## src/rtl/mem_port_arbiter.sv

```systemverilog
// Two-requester arbiter (fetch, data) for one shared single-port BRAM with 1-cycle read latency.
// Optional macro ARB_ROUND_ROBIN_EN: ties alternate; otherwise the data requester always wins ties.
module mem_port_arbiter #(
  parameter int ADDR_W = 10,
  parameter int DATA_W = 48
) (
  input  logic              clk,
  input  logic              reset,
  input  logic              f_req,
  input  logic [ADDR_W-1:0] f_addr,
  output logic              f_ack,
  output logic [DATA_W-1:0] f_rdata,
  input  logic              d_req,
  input  logic              d_we,
  input  logic [ADDR_W-1:0] d_addr,
  input  logic [DATA_W-1:0] d_wdata,
  output logic              d_ack,
  output logic [DATA_W-1:0] d_rdata,
  output logic [ADDR_W-1:0] mem_addr,
  output logic [DATA_W-1:0] mem_data,
  output logic              mem_we,
  input  logic [DATA_W-1:0] mem_q,
  output logic              busy
);

  typedef enum logic [1:0] {
    IDLE   = 2'd0,
    ACCESS = 2'd1,
    RESP   = 2'd2
  } state_t;

  state_t            state;
  logic              mem_we_r;
  logic              f_ack_r;
  logic              d_ack_r;
  logic              win_data_r;
  logic [ADDR_W-1:0] mem_addr_r;
  logic [DATA_W-1:0] mem_data_r;
  logic              pick_data;
`ifdef ARB_ROUND_ROBIN_EN
  logic              last_data_r;
`endif

  always_comb begin
    pick_data = 1'b0;
`ifdef ARB_ROUND_ROBIN_EN
    pick_data = d_req & (~f_req | ~last_data_r);
`else
    pick_data = d_req;
`endif
  end

  always_ff @(posedge clk) begin
    if (reset) begin
      state      <= IDLE;
      mem_we_r   <= 1'b0;
      f_ack_r    <= 1'b0;
      d_ack_r    <= 1'b0;
      win_data_r <= 1'b0;
      mem_addr_r <= {ADDR_W{1'b0}};
      mem_data_r <= {DATA_W{1'b0}};
`ifdef ARB_ROUND_ROBIN_EN
      last_data_r <= 1'b1;
`endif
    end else begin
      case (state)
        IDLE: begin
          f_ack_r <= 1'b0;
          d_ack_r <= 1'b0;
          if (f_req || d_req) begin
            // Latch the winner's request so later input changes cannot disturb this access.
            win_data_r <= pick_data;
            mem_addr_r <= pick_data ? d_addr : f_addr;
            mem_data_r <= pick_data ? d_wdata : mem_data_r;
            mem_we_r   <= pick_data & d_we;
`ifdef ARB_ROUND_ROBIN_EN
            last_data_r <= pick_data;
`endif
            state <= ACCESS;
          end else begin
            mem_we_r <= 1'b0;
            state    <= IDLE;
          end
        end
        ACCESS: begin
          mem_we_r <= 1'b0;
          f_ack_r  <= ~win_data_r;
          d_ack_r  <= win_data_r;
          state    <= RESP;
        end
        RESP: begin
          mem_we_r <= 1'b0;
          f_ack_r  <= 1'b0;
          d_ack_r  <= 1'b0;
          state    <= IDLE;
        end
        default: begin
          mem_we_r <= 1'b0;
          f_ack_r  <= 1'b0;
          d_ack_r  <= 1'b0;
          state    <= IDLE;
        end
      endcase
    end
  end

  // Reset masks the outputs immediately, so a reset in ACCESS kills the write and in RESP kills the ack.
  assign mem_we   = mem_we_r & ~reset;
  assign mem_addr = reset ? {ADDR_W{1'b0}} : mem_addr_r;
  assign mem_data = reset ? {DATA_W{1'b0}} : mem_data_r;
  assign f_ack    = f_ack_r & ~reset;
  assign d_ack    = d_ack_r & ~reset;
  assign f_rdata  = (f_ack_r & ~reset) ? mem_q : {DATA_W{1'b0}};
  assign d_rdata  = (d_ack_r & ~reset) ? mem_q : {DATA_W{1'b0}};
  assign busy     = (state != IDLE) & ~reset;

endmodule

```

## config.mk

```make
export PLATFORM = sky130hd
export DESIGN_NAME = mem_port_arbiter
export DESIGN_NICKNAME = d
export VERILOG_FILES = /design/src/rtl/mem_port_arbiter.sv
export SDC_FILE = /design/constraint.sdc
export NUM_CORES = 1
export LEC_CHECK = 0
export ABC_AREA = 1
export CORE_UTILIZATION = 30
export CTS_BUF_LIST = sky130_fd_sc_hd__clkbuf_16
export CTS_CLUSTER_DIAMETER = 200
export DETAILED_ROUTE_END_ITERATION = 7
export GPL_TIMING_DRIVEN = 0
export PLACE_DENSITY = 0.86
export REMOVE_ABC_BUFFERS = 1
export SLEW_MARGIN = 25
export SYNTH_ARGS = -nofsm -noshare
export SYNTH_HDL_FRONTEND = slang
export SYNTH_SLANG_ARGS = --single-unit
```

## constraint.sdc

```tcl
create_clock -name clk -period 1.1 [get_ports clk]
set_input_delay 0.22 -clock clk [delete_from_list [all_inputs] [get_ports clk]]
set_output_delay 0.22 -clock clk [all_outputs]
set_load 0.02 [all_outputs]
```

==> out/metrics.yaml <==
outcome:
  status: "complete, but fails checks"
  violations: "negative setup slack"
drt:
  wl_mm: 25.25
  viasPerCell: 5.200
  vias: 5819
  post_drt_wl_per_cell_um: 22.56
  drt_iter0_drc: 414
  drc: 0
  ant_nets: 0
  dr.pass1.iters: 5
hold_path:
  min_from: "reset"
  hold_end: "mem_data_r[30]"
  whs_path_depth: 2
  hold_path.class: "in2reg"
flow_run:
  cap_violations: 0
finish:
  fin_area_um2: 9743
  fin_cells: 1119
  nets: 1079
  areaGrowthSynthToFinish_pct: 175.0
  drive_gt1_share_pct: 63.97
global_routing:
  antenna_found_initial: 12
  grt_max_degree: 63
  globalRouteOverflowTotal: 0
  grt_util_all_layers_pct: 29.24
  grt_pass1_vias: 4913
  grt_pass1_wl_mm: 27.67
setup_path:
  cp.required_ns: 0.88
  worstReg2RegEnd: "mem_data_r[10]"
  r2r-start: "state[1]"
  worstPathCellList: "nand2_4 > nor2_1 > clkdlybuf4s15_2"
  rrSetupSlack_ns: -0.22
  max_stage_delay_ns: 0.43
  worstPathMaxFanout: 12
  path_class: "reg2out"
  cp-start-kind: "register"
  r2r_cells: 7
  cp.arrival_ns: 1.36
  slowest_stage: "dfxtp_4"
  cp-end-kind: "output pin"
cts:
  clkSinkCount: 64
  ctsHoldBuffers: 0
  cts.reportedPaths.clkPinSlew_ns: 0.06
  clockBufferDepth: 2
  clockRootBuffer: "clkbuf_16"
  clkLatencyLatePin_ns: 0.33
  cts_tree: "built"
  htree_levels: 3
  cts_made_buffers: 9
placed_design:
  postPlaceCellArea_um2: 6412
  dp_hpwl_mm: 11.23
  portBuffers: 278
  dp.cells: 991
  place_worst_setup_slack_ns: -1.651
  gp_congestion: 0.8526
synth:
  postSynthCellCount: 605
  yosysSeqAreaShare_pct: 36.16
  synth_area_per_cell_um2: 5.857
  synth_cell_types: 16
  synth_seq_cells: 64
  yosysWarnings: 0
  syn_area_um2: 3543
sta:
  worst_pin_slew_ns: 0.3590
  rsz0062_at_grt: "true"
  setup_viol: 218
  finalCriticalPeriod_ns: 1.578
  fmax_mhz: 633.6
  hold_viol_final: 0
  skew_ns: 0.009088
  relSlewSlack_pct: 76.04
  drv_slew: 0
  fin_tns_setup_ns: -50.14
  fin_crit_sh_pct: 143.5
  layout_setup_ws_ns: -0.4783
floorplan:
  fp-row-count: 39
  die-area_um2: 12250
  die_y_um: 110.7
  initial_core_util_pct: 30.90
  die_w_um: 110.7
  core_um2: 11470
  ioPinCount: 279
power:
  ir_worst_vdd_uv: 901.6
  p_per_area_nw_per_um2: 925.2
  p_leak_nw: 4.366
  power.total_mw: 9.015
report_power, final:
group          leakage (nW)  switching, mW  total [mW]  internal, mW
clock network         0.149           1.13        3.11          1.98
logic                  3.67           1.66        3.23          1.56
registers             0.550          0.161        2.68          2.52
layout by cell type (no fill, tap or decap), drive strengths merged, types with 5 or more instances in the layout:
master and count:
clkdlybuf4s50 118, inv 126, dfxtp 64, and2 10, nand3 51, diode 13
nor2 151, a21oi 49, clkinv 5, nand2 123, clkdlybuf4s15 5, clkbuf 16
buf 239
cell type report:
| class | count | area [µm²] |
|---|---|---|
| repair buffers | 371 | 4149 |
| multi-input cells | 384 | 3179 |
| fillers | 563 | 1724 |
| flip-flops and latches | 64 | 1370 |
| inverters | 127 | 503.0 |
| clock buffers | 9 | 225.2 |
| well taps | 143 | 178.9 |
| clock inverters | 7 | 96.34 |
| diodes | 13 | 32.53 |
| repair inverters | 1 | 8.758 |
kinds of logic after synthesis:
kind of cell | synth area share, %
buffers and inverters | 19.81
DFF | 36.16
and+or+nand+nor | 37.11
AOI/OAI and AO/OA | 6.921
synthesized netlist by cell type, drive strengths merged:
master / n / area share (%)
buf: 36 / 5.9
clkbuf: 4 / 0.42
dfxtp: 64 / 36
nand2: 115 / 12
inv: 126 / 13
and2: 10 / 1.8
nand3: 50 / 7.1
nor2: 150 / 16
clkinv: 1 / 0.11
a21oi: 49 / 6.9
state kept, by name, summed over array words and instances (netlist names):
name,cells
mem_data_r,48
mem_we_r,1
d_ack_r,1
win_data_r,1
f_ack_r,1
mem_addr_r,10
state,2
metrics by stage:
| step | hold slack [ns] | util (%) |
|---|---|---|
| global placement | 0.4289 | 54.76 |
| finish | 0.2582 | 84.96 |
| floorplan | 0.2891 | - |
| detailed placement | 0.4337 | 55.92 |
| CTS | 0.2365 | 66.93 |
| global route | 0.2551 | 84.96 |
worst max path at each step:
stage               slack, ns     start  cells after the start            end
floorplan               -1.05  state[1]                      4  mem_data_r[0]
global placement        -5.13     reset                      5    d_rdata[41]
detailed placement      -1.65     reset                      7     f_rdata[5]
CTS                     -0.41   f_ack_r                      4     f_rdata[5]
global route            -0.51   f_ack_r                      3    f_rdata[33]
finish                  -0.48   f_ack_r                      3    f_rdata[33]
worst max-delay path: cells and delay by family (launching register included):
family / cells / cell delay, ns
and+or+nand+nor: 2 / 0.31
DFF: 1 / 0.43
buffers and inverters: 1 / 0.29
per-layer routing:
| metal | vias up | global-route usage [%] | share of wire (%) |
|---|---|---|---|
| met3 | 150 | 5.249 | 6.7 |
| li1 | 2521 | - | - |
| met2 | 373 | 52.59 | 51 |
| met1 | 2775 | 32.02 | 33 |
| met5 | - | 0 | 0 |
| met4 | 0 | 17.07 | 9.4 |
timing repair:
item	4_1_cts	5_1_grt
endpoints found under the hold margin	0	0
setup buffers	33	43
gates cloned	17	10
pin swaps	24	47
gates resized for setup	1008	450
endpoints found under the setup margin	219	219
Power figures use the tool's default switching activity.
